--- src/rtl/ram_bist_pkg.sv ---
// Shared types and constants for the RAM BIST controller and its RAM.
package ram_bist_pkg;

    localparam int unsigned RAM_AW = 8;
    localparam int unsigned RAM_DW = 32;

    // x^32 + x^22 + x^2 + x + 1, right-shifting Galois form
    localparam logic [31:0] LFSR_TAPS = 32'h80200003;

    typedef enum logic [2:0] {
        StIdle,
        StWrite,
        StRdIssue,
        StDrain,
        StDone
    } bist_state_e;

    function automatic logic [31:0] lfsr_next(input logic [31:0] v);
        return (v >> 1) ^ (v[0] ? LFSR_TAPS : 32'h0);
    endfunction

    // An all-zero seed would lock the LFSR up.
    function automatic logic [31:0] fix_seed(input logic [31:0] s);
        return (s == 32'h0) ? 32'h1 : s;
    endfunction

endpackage

--- src/rtl/bist_lfsr32.sv ---
// 32-bit Galois LFSR pattern source; load has priority over step.
module bist_lfsr32
    import ram_bist_pkg::*;
#(
    parameter logic [31:0] RST_SEED = 32'h1
) (
    input  logic        clk,
    input  logic        rst,
    input  logic        load,
    input  logic [31:0] seed,
    input  logic        step,
    output logic [31:0] value
);

    always_ff @(posedge clk or posedge rst) begin
        if (rst) begin
            value <= fix_seed(RST_SEED);
        end else if (load) begin
            value <= fix_seed(seed);
        end else if (step) begin
            value <= lfsr_next(value);
        end
    end

endmodule

--- src/rtl/ram_bist_ctrl.sv ---
// RAM BIST initiator: seeded LFSR fill, read-back compare, pass/error reporting.
// Define BIST_INV_PASS_EN to add a second fill/compare pass with inverted data.
module ram_bist_ctrl
    import ram_bist_pkg::*;
#(
    parameter int unsigned AW     = RAM_AW,
    parameter int unsigned DW     = RAM_DW,
    parameter int unsigned RD_LAT = 1,
    parameter logic [31:0] SEED   = 32'h1
) (
    input  logic          clk,
    input  logic          rst,
    input  logic          start,
    output logic          busy,
    output logic          done,
    output logic          pass,
    output logic [AW:0]   err_count,
    output logic [AW-1:0] first_fail_addr,
    output logic [AW-1:0] addr,
    output logic [DW-1:0] Din,
    output logic          RW,
    input  logic [DW-1:0] Dout
);

    localparam logic [AW-1:0] ADDR_MAX = '1;

    bist_state_e   state;
    logic [2:0]    drain_cnt;
    logic [31:0]   lfsr_value;
    logic          lfsr_load;
    logic          lfsr_step;
    logic          start_acc;
    logic          wr_last;
    logic          drain_last;
    logic          last_pass;
    logic          inv;

    logic [RD_LAT-1:0] pipe_vld;
    logic [AW-1:0]     pipe_tag [RD_LAT];

    logic          cmp_vld;
    logic [DW-1:0] pattern;
    logic          mismatch;
    logic [AW:0]   err_next;

    assign start_acc  = start && (state == StIdle || state == StDone);
    assign wr_last    = (state == StWrite) && (addr == ADDR_MAX);
    assign drain_last = (state == StDrain) && (drain_cnt == 3'(RD_LAT - 1));

`ifdef BIST_INV_PASS_EN
    always_ff @(posedge clk or posedge rst) begin
        if (rst) begin
            inv <= 1'b0;
        end else if (start_acc) begin
            inv <= 1'b0;
        end else if (drain_last) begin
            inv <= 1'b1;
        end
    end
    assign last_pass = inv;
`else
    assign inv       = 1'b0;
    assign last_pass = 1'b1;
`endif

    // Both phases replay the same seed so the read side regenerates the fill data.
    assign lfsr_load = start_acc || wr_last || (drain_last && !last_pass);
    assign lfsr_step = (state == StWrite) || cmp_vld;

    bist_lfsr32 #(
        .RST_SEED(SEED)
    ) u_lfsr (
        .clk  (clk),
        .rst  (rst),
        .load (lfsr_load),
        .seed (SEED),
        .step (lfsr_step),
        .value(lfsr_value)
    );

    assign pattern  = inv ? ~lfsr_value[DW-1:0] : lfsr_value[DW-1:0];
    assign Din      = RW ? pattern : '0;
    assign cmp_vld  = pipe_vld[RD_LAT-1];
    assign mismatch = cmp_vld && (Dout != pattern);
    assign err_next = (mismatch && !(&err_count)) ? err_count + 1'b1 : err_count;

    // Address tags ride alongside the RAM read latency.
    always_ff @(posedge clk or posedge rst) begin
        if (rst) begin
            pipe_vld <= '0;
            for (int i = 0; i < RD_LAT; i++) pipe_tag[i] <= '0;
        end else begin
            pipe_vld[0] <= (state == StRdIssue);
            pipe_tag[0] <= addr;
            for (int i = 1; i < RD_LAT; i++) begin
                pipe_vld[i] <= pipe_vld[i-1];
                pipe_tag[i] <= pipe_tag[i-1];
            end
        end
    end

    always_ff @(posedge clk or posedge rst) begin
        if (rst) begin
            state           <= StIdle;
            drain_cnt       <= '0;
            addr            <= '0;
            RW              <= 1'b0;
            busy            <= 1'b0;
            done            <= 1'b0;
            pass            <= 1'b0;
            err_count       <= '0;
            first_fail_addr <= '0;
        end else begin
            err_count <= err_next;
            if (mismatch && err_count == '0) first_fail_addr <= pipe_tag[RD_LAT-1];

            unique case (state)
                StIdle, StDone: begin
                    if (start) begin
                        state           <= StWrite;
                        addr            <= '0;
                        RW              <= 1'b1;
                        busy            <= 1'b1;
                        done            <= 1'b0;
                        pass            <= 1'b0;
                        err_count       <= '0;
                        first_fail_addr <= '0;
                    end
                end
                StWrite: begin
                    addr <= addr + 1'b1;
                    if (wr_last) begin
                        RW    <= 1'b0;
                        state <= StRdIssue;
                    end
                end
                StRdIssue: begin
                    addr <= addr + 1'b1;
                    if (addr == ADDR_MAX) begin
                        state     <= StDrain;
                        drain_cnt <= '0;
                    end
                end
                StDrain: begin
                    if (!drain_last) begin
                        drain_cnt <= drain_cnt + 1'b1;
                    end else if (!last_pass) begin
                        state <= StWrite;
                        addr  <= '0;
                        RW    <= 1'b1;
                    end else begin
                        state <= StDone;
                        busy  <= 1'b0;
                        done  <= 1'b1;
                        pass  <= (err_next == '0);
                    end
                end
                default: state <= StIdle;
            endcase
        end
    end

endmodule

--- config.mk ---
export PLATFORM = sky130hd
export DESIGN_NAME = ram_bist_ctrl
export DESIGN_NICKNAME = d
export VERILOG_FILES = /design/src/rtl/ram_bist_pkg.sv /design/src/rtl/bist_lfsr32.sv /design/src/rtl/ram_bist_ctrl.sv
export SDC_FILE = /design/constraint.sdc
export NUM_CORES = 1
export LEC_CHECK = 0
export CAP_MARGIN = 20
export CORE_MARGIN = 5
export CORE_UTILIZATION = 40
export CTS_BUF_LIST = sky130_fd_sc_hd__clkbuf_8
export DETAILED_ROUTE_END_ITERATION = 8
export HOLD_SLACK_MARGIN = 0.12
export PLACE_DENSITY = 0.74
export SYNTH_ARGS = -nofsm -noshare
export SYNTH_HDL_FRONTEND = slang
export SYNTH_SLANG_ARGS = --single-unit
--- constraint.sdc ---
create_clock -name clk -period 4.2 [get_ports clk]
set_clock_uncertainty 0.2 [all_clocks]
set_input_delay 0.84 -clock clk [delete_from_list [all_inputs] [get_ports clk]]
set_output_delay 0.84 -clock clk [all_outputs]
set_load 0.05 [all_outputs]
==> results of run 1 <==
==> cell usage after synthesis (all sizes together) <==
library cell / n / share of area [%]
a211oi: 3 / 0.59
a21o: 2 / 0.39
a21oi: 4 / 0.52
a22o: 31 / 7.1
a22oi: 1 / 0.20
a2bb2oi: 1 / 0.39
a31oi: 1 / 0.16
a32oi: 1 / 0.23
and2: 34 / 5.5
and3: 2 / 0.33
and4: 2 / 0.46
buf: 12 / 2.2
clkbuf: 7 / 0.68
clkinv: 1 / 0.098
dfrtp: 75 / 49
dfstp: 1 / 0.68
ha: 6 / 2.0
inv: 9 / 0.88
mux2i: 12 / 3.1
nand2: 16 / 1.6
nand2b: 2 / 0.33
nand3: 12 / 1.6
nand3b: 1 / 0.20
nand4: 11 / 1.8
nor2: 30 / 2.9
nor2b: 4 / 0.65
nor3: 3 / 0.39
nor3b: 2 / 0.65
nor4: 5 / 1.6
o211ai: 1 / 0.20
o21a: 3 / 0.78
o21ai: 8 / 1.0
o31a: 1 / 0.23
o31ai: 1 / 0.20
o41ai: 1 / 0.23
or2: 1 / 0.16
or3: 3 / 0.49
or4: 1 / 0.20
xnor2: 38 / 8.7
xor2: 8 / 1.8
==> worst max-delay path by stage <==
stage          startpoint            endpoint  slack, ns  cells past startpoint
2_1_floorplan         rst                  RW       1.22                      1
6_report               RW             Din[10]       0.88                      2
5_1_grt                RW              Din[8]       0.70                      2
3_5_place_dp      Dout[3]  first_fail_addr[7]       0.97                      7
4_1_cts                RW              Din[8]       0.78                      2
3_3_place_gp      Dout[3]  first_fail_addr[1]        1.0                      7
==> through the flow <==
| step | worst slack, ns | std cells | power, W | instance area [sq um] |
|---|---|---|---|---|
| floorplan | 1.223 | 357 | 0.002280 | 3844 |
| global placement | 0.9954 | 566 | 0.002785 | 4878 |
| detailed placement | 0.9653 | 566 | 0.002820 | 4878 |
| CTS | 0.7776 | 582 | 0.003395 | 5085 |
| global route | 0.7010 | 582 | 0.003539 | 5085 |
| finish | 0.8819 | 582 | 0.003360 | 5085 |
==> cell families after synthesis <==
group / Yosys count / synth area share, %
flip-flops: 76 / 49.51
adder cells (fa/ha/maj): 6 / 1.953
AO/OA/AOI/OAI: 59 / 12.21
buffers and inverters: 29 / 3.906
AND/OR/NAND/NOR: 129 / 18.82
multiplexers: 12 / 3.125
XOR/XNOR: 46 / 10.48
==> layout by cell type (no fill, tap or decap), drive strengths merged, types with 3 or more instances in the layout <==
cell,count
clkdlybuf4s50,95
dfrtp,75
xnor2,38
and2,34
a22o,31
nor2,30
nand2,16
nand3,12
mux2i,12
inv,12
nand4,11
clkbuf,9
xor2,8
o21ai,8
ha,6
nor4,5
a21oi,4
nor2b,4
buf,4
or3,3
a211oi,3
o21a,3
nor3,3
==> sequential cells by signal, indices dropped and copies added (netlist names) <==
signal and count:
pass 1, err_count 9, drain_cnt 3, done 1
pipe_tag 8, u_lfsr.value 32, addr 8, cmp_vld 1
state 3, first_fail_addr 8, RW 1, busy 1
==> area by class of cell <==
type                    instances  area [sq um]
clock inverters                 7         82.58
inverters                      10         37.54
multi-input cells             252          1795
repair buffers                 99         980.9
clock buffers                   9         123.9
fillers                       831          4199
flip-flops and latches         76          1903
well taps                     129         161.4
==> layer usage <==
layer	track usage, %	up-vias	wire, um
li1	-	1421	-
met1	20.89	1450	3881
met2	29.71	60	5058
met3	4.179	8	377
met4	5.140	0	144
met5	0	-	0
==> power breakdown <==
group          internal [W]  switching, W  total [W]  leakage [nW]
logic              0.000636      0.000914    0.00155          1.13
clock network      0.000283      0.000287   0.000570        0.0984
registers          0.000944      0.000296    0.00124         0.991
total               0.00186       0.00150    0.00336          2.22
==> critical path: cells and delay by family, from the launching register on <==
family / cells / cell delay (ns)
simple gates: 1 / 0.22
buf+inv: 1 / 0.84
flops: 1 / 0.87
==> qor.txt, run 1 <==
Post-layout minimum cycle time: 3.318 ns
Syn_nets: 398
H-tree depth: 3
Ports: 96
Leak pwr: 2.223 nW
DPL Wire Length: 7034 um
Share of cells above drive strength 1: 6.402%
Outcome: finished clean
Max-slew violations: 0
Antenna violations before repair: 0
Hold Crit Depth: 0
Routed vias/inst: 5.050
Max VDD drop: 0.2418 mV
Clock latency on the worst-skew pair: 0.35 ns
Clk sinks: 76
Crit path launch type: flop
Tcrit/Tclk final: 79.00%
Ys Warns: 0
DR iter-0 viols: 170
HP Class: reg2reg
CTS Buffer Depth: 2
Critical hold path startpoint: addr[7]
First-pass detailed-route iteration total: 4
N_diodes: 0
Buffers on Ports: 95
Synth Cell Area: 0.003844 sq mm
Final Hold Fails: 0
Post-layout util: 54.77%
R2R depth: 9
Mapped Cells: 357
Power Density: 660.8 mW/mm^2
Worst hold margin: 0.2641 ns
Clock Pin Slew Worst Setup and Hold Paths: 0.09 ns
Drt wl/cell: 16.26 um
R2R Path End: pass
Critical Path, Cell by Cell: and2_1 -> clkdlybuf4s50_1
Post-CTS Setup Repair Bufs: 0
Flop2flop setup slack: 1.43 ns
Cell variety after synth: 46
Syn Area/Cell: 10.77 sq um
RD Place Congestion: 0.7932
Core Area: 0.009284 sq mm
Cts repair resizes: 0
CP max stage delay: 0.87 ns
Critical path required time: 3.16 ns
Hold_buf cts: 0
Die W: 108.0 um
Largest net degree at the start of global routing: 35
Highest Clock Rate: 301.4 MHz
Die Y: 108.0 um
Crit-path max FO: 34
Row cnt: 35
Slew HR: 27.91%
First-pass GRT wire length: 15560 um
Worst Path Arrival: 2.28 ns
Sum of negative setup slack: 0 ns
Layout overhead on the synthesized area: 32.29%
RSZ-0062 raised after global routing: false
TritonCTS Buffers: 9
Overall Global Routing Usage: 17.05%
DRC Markers: 0
CP Capture Type: output port
Crit-path slowest cell: dfrtp_1
Kind of critical path: reg2out
Gr ovfl total: 0
Setup-failing EPs final: 0
Sequential cell area fraction in the yosys report: 49.51%
Synthesized flop and latch total: 76
CTS tree: done
Die area: 0.01167 sq mm
Hold endpoint: pipe_tag[7]
Routed Wire Length: 9462 um
Vias in the first global route: 3080
Post-route ant nets: 0
Post-layout nets: 489
Via count: 2939
Max Cap Viol: 0
Worst Tran Pin Value: 1.081 ns
RR Startpoint: err_count[1]
Starting Density: 41.40%
CTS root buf: clkbuf_8
Power figures use the tool's default switching activity.
==> run 2, diff against run 1 <==
--- a/config.mk
+++ b/config.mk
@@ -11,7 +11,7 @@
 export CTS_BUF_LIST = sky130_fd_sc_hd__clkbuf_8
 export DETAILED_ROUTE_END_ITERATION = 8
 export HOLD_SLACK_MARGIN = 0.12
-export PLACE_DENSITY = 0.74
+export PLACE_DENSITY = 0.77
 export SYNTH_ARGS = -nofsm -noshare
 export SYNTH_HDL_FRONTEND = slang
 export SYNTH_SLANG_ARGS = --single-unit
==> constraint.sdc (replaced) <==
create_clock -name clk -period 2.85 [get_ports clk]
set_clock_uncertainty 0.2 [all_clocks]
set_input_delay 0.57 -clock clk [delete_from_list [all_inputs] [get_ports clk]]
set_output_delay 0.57 -clock clk [all_outputs]
set_load 0.05 [all_outputs]
==> run 2 against run 1 <==
  * Clock power increased by 58%
  * Worst setup slack got worse by 0.66 ns
  * Core utilization increased by 0.26 points
  * Hold slack improved by 0.010 ns
  * Sequential power increased by 44%
  * Final cell count increased by 1.4%
  * Global-route usage decreased by 0.70 points
  * First-iteration DRC count decreased by 32%
  * Sequential share of layout area decreased by 0.17 points
  * Critical path depth increased by 7
  * Total power increased by 47%
  * Sequential cell count unchanged
  * Highest routed layer unchanged
==> qor.txt, run 2 (synthesized netlist as in run 1, its figures left out) <==
Final Hold Fails: 0 (unchanged)
CTS tree: done
Largest regs: u_lfsr.value x32, err_count x9
Kind of critical path: reg2reg
Max-slew violations: 0 (unchanged)
RSZ-0062 raised after global routing: false
Commonest non-fill, non-tap cells in the layout: dfrtp_1, clkdlybuf4s50_1, buf_4, xnor2_1, and2_1
Vias in the first global route: 3015 (-2.1%)
Post-layout nets: 497 (+1.6%)
RD Place Congestion: 0.8314 (+4.8%)
Die area: 0.01167 sq mm (unchanged)
Share of cells above drive strength 1: 14.97% (+8.6 points)
Power Density: 964.7 mW/mm^2 (+46%)
Most common cell after layout, fill and taps aside: dfrtp_1
Post-layout minimum cycle time: 2.627 ns
CTS root buf: clkbuf_8
Fillcell total: 821 (-1.2%)
TritonCTS Buffers: 9 (unchanged)
Clock latency on the worst-skew pair: 0.34 ns (about the same)
Tcrit/Tclk final: 92.17%
Sum of negative setup slack: 0 ns (unchanged)
Die Y: 108.0 um (unchanged)
N_diodes: 0 (unchanged)
H-tree depth: 3 (unchanged)
DRC Markers: 0 (unchanged)
Max VDD drop: 0.4716 mV (+95%)
Starting Density: 41.40% (unchanged)
Register name with the most flops: u_lfsr.value
R2R depth: 9 (unchanged)
Clk sinks: 76 (unchanged)
Hold Crit Depth: 0 (unchanged)
Setup-failing EPs final: 0 (unchanged)
Worst hold margin: 0.2743 ns (+0.01024 ns)
Ports: 96 (unchanged)
First-pass detailed-route iteration total: 4 (unchanged)
Row cnt: 35 (unchanged)
Highest Clock Rate: 380.7 MHz
Max reg flops: 32 (unchanged)
Drt wl/cell: 15.61 um (-4.0%)
Max Cap Viol: 0 (unchanged)
Design Power: 0.004928 W (+47%)
Overall Global Routing Usage: 16.35% (-0.70 points)
First-pass GRT wire length: 15120 um (-2.8%)
DR iter-0 viols: 116 (-32%)
DPL Wire Length: 6783 um (-3.6%)
Leak pwr: 2.332 nW (+4.9%)
Post-route ant nets: 0 (unchanged)
Critical path required time: 2.93 ns (-0.23 ns)
Antenna violations before repair: 0 (unchanged)
Hold_buf cts: 0 (unchanged)
Core Area: 0.009284 sq mm (unchanged)
Routed vias/inst: 5.041 (-0.18%)
Post-CTS Setup Repair Bufs: 0 (unchanged)
Via count: 2974 (+1.2%)
Post-layout util: 55.03% (+0.26 points)
Worst Path Arrival: 2.70 ns (+0.42 ns)
Clock Pin Slew Worst Setup and Hold Paths: 0.08 ns (about the same)
Slew HR: 62.38% (+34 points)
Non-Filler Instances: 590 (+1.4%)
Outcome: finished clean
CP Capture Type: flop
Placed cell count: 574 (+1.4%)
Worst Tran Pin Value: 0.5625 ns (-0.5189 ns)
Largest net degree at the start of global routing: 77 (+120%)
Gr ovfl total: 0 (unchanged)
Crit path launch type: flop
CTS Buffer Depth: 2 (unchanged)
HP Class: reg2reg
Crit-path max FO: 11 (-68%)
Layout overhead on the synthesized area: 32.91%
Die W: 108.0 um (unchanged)
Cts repair resizes: 0 (unchanged)
Buffers on Ports: 95 (unchanged)
Routed Wire Length: 9208 um (-2.7%)
==> run 2: final timing paths <==
kind / start / endpoint / slack [ns]
min in group asynchronous: rst / u_lfsr.value[28] / 0.43
min: addr[4] / pipe_tag[4] / 0.27
max reg2reg: err_count[0] / pass / 0.22
max: err_count[0] / pass / 0.22
min reg2reg: addr[4] / pipe_tag[4] / 0.27
max in group asynchronous: rst / u_lfsr.value[0] / 1.68
==> run 2: report_power, final <==
part / switching, W / internal (W) / leakage, nW / total, W
Clock: 0.000405 / 0.000497 / 0.106 / 0.000902
Combinational: 0.00136 / 0.000875 / 1.24 / 0.00224
Sequential: 0.000400 / 0.00139 / 0.991 / 0.00179
==> run 2: per-layer routing <==
metal,vias up,GRT usage (%),part of all wire [%]
met3,10,2.925,3.5
li1,1437,-,-
met2,54,27.98,51
met5,-,0,0
met1,1473,20.92,44
met4,0,5.500,1.6
==> run 2: critical path, cell delays in order (launching register included) <==
cell	delay [ns]
dfrtp_1	0.39
ha_1	0.26
and3_1	0.23
nand2_1	0.08
nor2_1	0.05
ha_1	0.16
nand2b_1	0.19
a21o_1	0.31
or4_1	0.56
a2bb2oi_2	0.12
==> run 2: area by class of cell <==
| class | count | area, sq um | share of cell area, % |
|---|---|---|---|
| Clock buffer | 9 | 123.9 | 2.425 |
| Tap cell | 129 | 161.4 | 3.159 |
| Inverter | 10 | 37.54 | 0.7348 |
| Clock inverter | 7 | 101.3 | 1.984 |
| Multi-Input combinational cell | 252 | 1795 | 35.15 |
| Timing Repair Buffer | 107 | 985.9 | 19.30 |
| Sequential cell | 76 | 1903 | 37.25 |
==> run 2: metrics by stage <==
step / area, sq um / setup slack, ns
final: 5109 / 0.2232
after global routing: 5109 / 0.08230
after CTS: 5109 / 0.2266
after detailed placement: 4883 / 0.04787
after global placement: 4883 / 0.1190
after floorplan: 3844 / 0.1433
==> run 3, diff against run 2 <==
--- a/config.mk
+++ b/config.mk
@@ -6,7 +6,7 @@
 export NUM_CORES = 1
 export LEC_CHECK = 0
 export CAP_MARGIN = 20
-export CORE_MARGIN = 5
+export CORE_MARGIN = 1.5
 export CORE_UTILIZATION = 40
 export CTS_BUF_LIST = sky130_fd_sc_hd__clkbuf_8
 export DETAILED_ROUTE_END_ITERATION = 8
==> run 3 against run 2 <==
  * Wire length is 0.78% higher
  * Sequential cell count did not move
  * Global-route usage is 2.8 points higher
  * Register-to-register slack lost 0.04 ns
  * Clock power is 0.8% higher
  * Fmax shrank 1.4%
  * Non-clock buffer count fell by 2
  * Core utilization decreased by 0.13 points
  * Sequential share of layout area rose by 0.091 points
  * Final cell count is 0.34% lower
  * Die area is 13% lower
  * Critical path type unchanged
  * Largest power group unchanged
==> qor.txt, run 3 (synthesized netlist as in run 1, its figures left out) <==
Outcome: finished clean
HP Class: reg2reg
Final WS setup: 0.1858 ns (-0.03744 ns)
Place WS: 0.03162 ns (-0.01625 ns)
Max reg flops: 32 (unchanged)
Crit path from: err_count[1]
Worst Tran Pin Value: 0.5407 ns (-0.02183 ns)
TritonCTS Buffers: 9 (unchanged)
Via count: 3004 (+1.0%)
Leak pwr: 2.315 nW (-0.74%)
Critical path required time: 2.93 ns (about the same)
Finished Cell Area: 0.005096 sq mm (-0.24%)
Buffers on Ports: 95 (unchanged)
Max-slew violations: 0 (unchanged)
Hold Crit Depth: 0 (unchanged)
Worst Path Arrival: 2.74 ns (+0.04 ns)
Critical hold path startpoint: addr[7]
Die Y: 101.0 um (-6.5%)
Max Cap Viol: 0 (unchanged)
Drt wl/cell: 15.78 um (+1.1%)
Highest Clock Rate: 375.3 MHz (-1.4%)
Comb pwr share: 45.3% (about the same)
Setup-failing EPs final: 0 (unchanged)
Commonest non-fill, non-tap cells in the layout: dfrtp_1, clkdlybuf4s50_1, buf_4, xnor2_1, and2_1
Clock power frac: 18.4% (about the same)
First-pass detailed-route iteration total: 4 (unchanged)
Die area: 0.01021 sq mm (-13%)
R2R depth: 9 (unchanged)
P_sw: 0.002177 W (+0.56%)
WL met3: 462 um (+42%)
Post-layout nets: 495 (-0.40%)
Most common cell after layout, fill and taps aside: dfrtp_1
Starting Density: 41.40% (unchanged)
Kind of critical path: reg2reg
M1 wire length: 4036 um (+0.37%)
Clk sinks: 76 (unchanged)
RR Startpoint: err_count[1]
Hold endpoint: pipe_tag[7]
Largest regs: u_lfsr.value x32, err_count x9
H-tree depth: 3 (unchanged)
Gr ovfl total: 0 (unchanged)
Post-route ant nets: 0 (unchanged)
Routed vias/inst: 5.109 (+1.4%)
CTS root buf: clkbuf_8
Fillcell total: 815 (-0.73%)
DPL Wire Length: 6621 um (-2.4%)
R2R Path End: pass
Share of cells above drive strength 1: 15.03% (+0.065 points)
Clock latency on the worst-skew pair: 0.34 ns (about the same)
Hold_buf cts: 0 (unchanged)
DR iter-0 viols: 145 (+25%)
Antenna violations before repair: 0 (unchanged)
Layout overhead on the synthesized area: 32.58%
Flop2flop setup slack: 0.19 ns (-0.04 ns)
RSZ-0062 raised after global routing: false
Reg power frac: 36.3% (about the same)
CP Capture Type: flop
CTS Buffer Depth: 2 (unchanged)
Sum of negative setup slack: 0 ns (unchanged)
Slew HR: 63.84% (+1.5 points)
Final Hold Fails: 0 (unchanged)
Largest net degree at the start of global routing: 77 (unchanged)
Routed Wire Length: 9280 um (+0.78%)
Vias in the first global route: 2967 (-1.6%)
CTS tree: done
Overall Global Routing Usage: 19.18% (+2.8 points)
Die W: 101.0 um (-6.5%)
Power Density: 969.6 mW/mm^2 (+0.51%)
Crit-path max FO: 11 (unchanged)
Net Sw Frac: 44.06% (+0.13 points)
RD Place Congestion: 0.8574 (+3.1%)
DRC Markers: 0 (unchanged)
N_diodes: 0 (unchanged)
Core Area: 0.009284 sq mm (unchanged)
DR WL met2: 4635 um (-1.6%)
Row cnt: 35 (unchanged)
Max VDD drop: 0.3940 mV (-16%)
Tcrit/Tclk final: 93.48% (+1.3 points)
Max layer used: met4
Post-placement cell area: 0.004868 sq mm (-0.31%)
Internal power: 0.002764 W (about the same)
Crit path launch type: flop
Register name with the most flops: u_lfsr.value
First-pass GRT wire length: 15150 um (+0.23%)
Clock Pin Slew Worst Setup and Hold Paths: 0.08 ns (about the same)
Post-layout minimum cycle time: 2.664 ns (+0.03744 ns)
Ports: 96 (unchanged)
run 3: critical path: stages (launching register included):
cell,delay (ns)
dfrtp_1,0.47
ha_2,0.24
and3_1,0.22
nand2_1,0.07
nor2_1,0.05
ha_1,0.17
nand2b_1,0.20
a21o_2,0.31
or4_1,0.54
a2bb2oi_2,0.12
run 3: routing by layer:
layer,vias to the layer above,global-route usage (%)
met2,99,32.17
met5,-,0
met1,1453,24.27
met3,10,4.161
met4,0,7.372
li1,1442,-
run 3: repair_timing:
| action | CTS | global route |
|---|---|---|
| buffers inserted | 0 | 0 |
| setup endpoints to repair | 0 | 1 |
| gates resized for setup | 0 | 2 |
| endpoints found under the hold margin | 0 | 0 |
run 3: power by group through the flow:
stage               clock [W]  sequential, W  combinational (W)
finish               0.000909        0.00179            0.00224
global placement            0        0.00181            0.00222
detailed placement          0        0.00181            0.00225
global route         0.000991        0.00185            0.00237
CTS                  0.000933        0.00179            0.00226
floorplan                   0        0.00186            0.00150
run 3: cell type report:
class,count,area (sq um),area share [%]
Clock inverter,7,100.1,1.964
Multi-Input combinational cell,252,1799,35.31
Sequential cell,76,1903,37.34
Tap cell,129,161.4,3.167
Clock buffer,9,123.9,2.431
Timing Repair Buffer,105,970.9,19.05
Inverter,10,37.54,0.7366
run 3: stage by stage:
| step | power, W | hold slack [ns] | util, % | instances |
|---|---|---|---|---|
| floorplan | 0.003360 | 0.2614 | - | 357 |
| global placement | 0.004023 | 0.2446 | 52.44 | 572 |
| detailed placement | 0.004065 | 0.2438 | 52.44 | 572 |
| CTS | 0.004983 | 0.2685 | 54.85 | 588 |
| global route | 0.005204 | 0.2901 | 54.89 | 588 |
| finish | 0.004941 | 0.2707 | 54.89 | 588 |
run 3: worst max path at each step:
stage                              end  cells after the start
after global routing              pass                      9
final                             pass                      9
after floorplan                     RW                      1
after detailed placement  err_count[1]                      7
after global placement            pass                      7
after CTS                         pass                      9
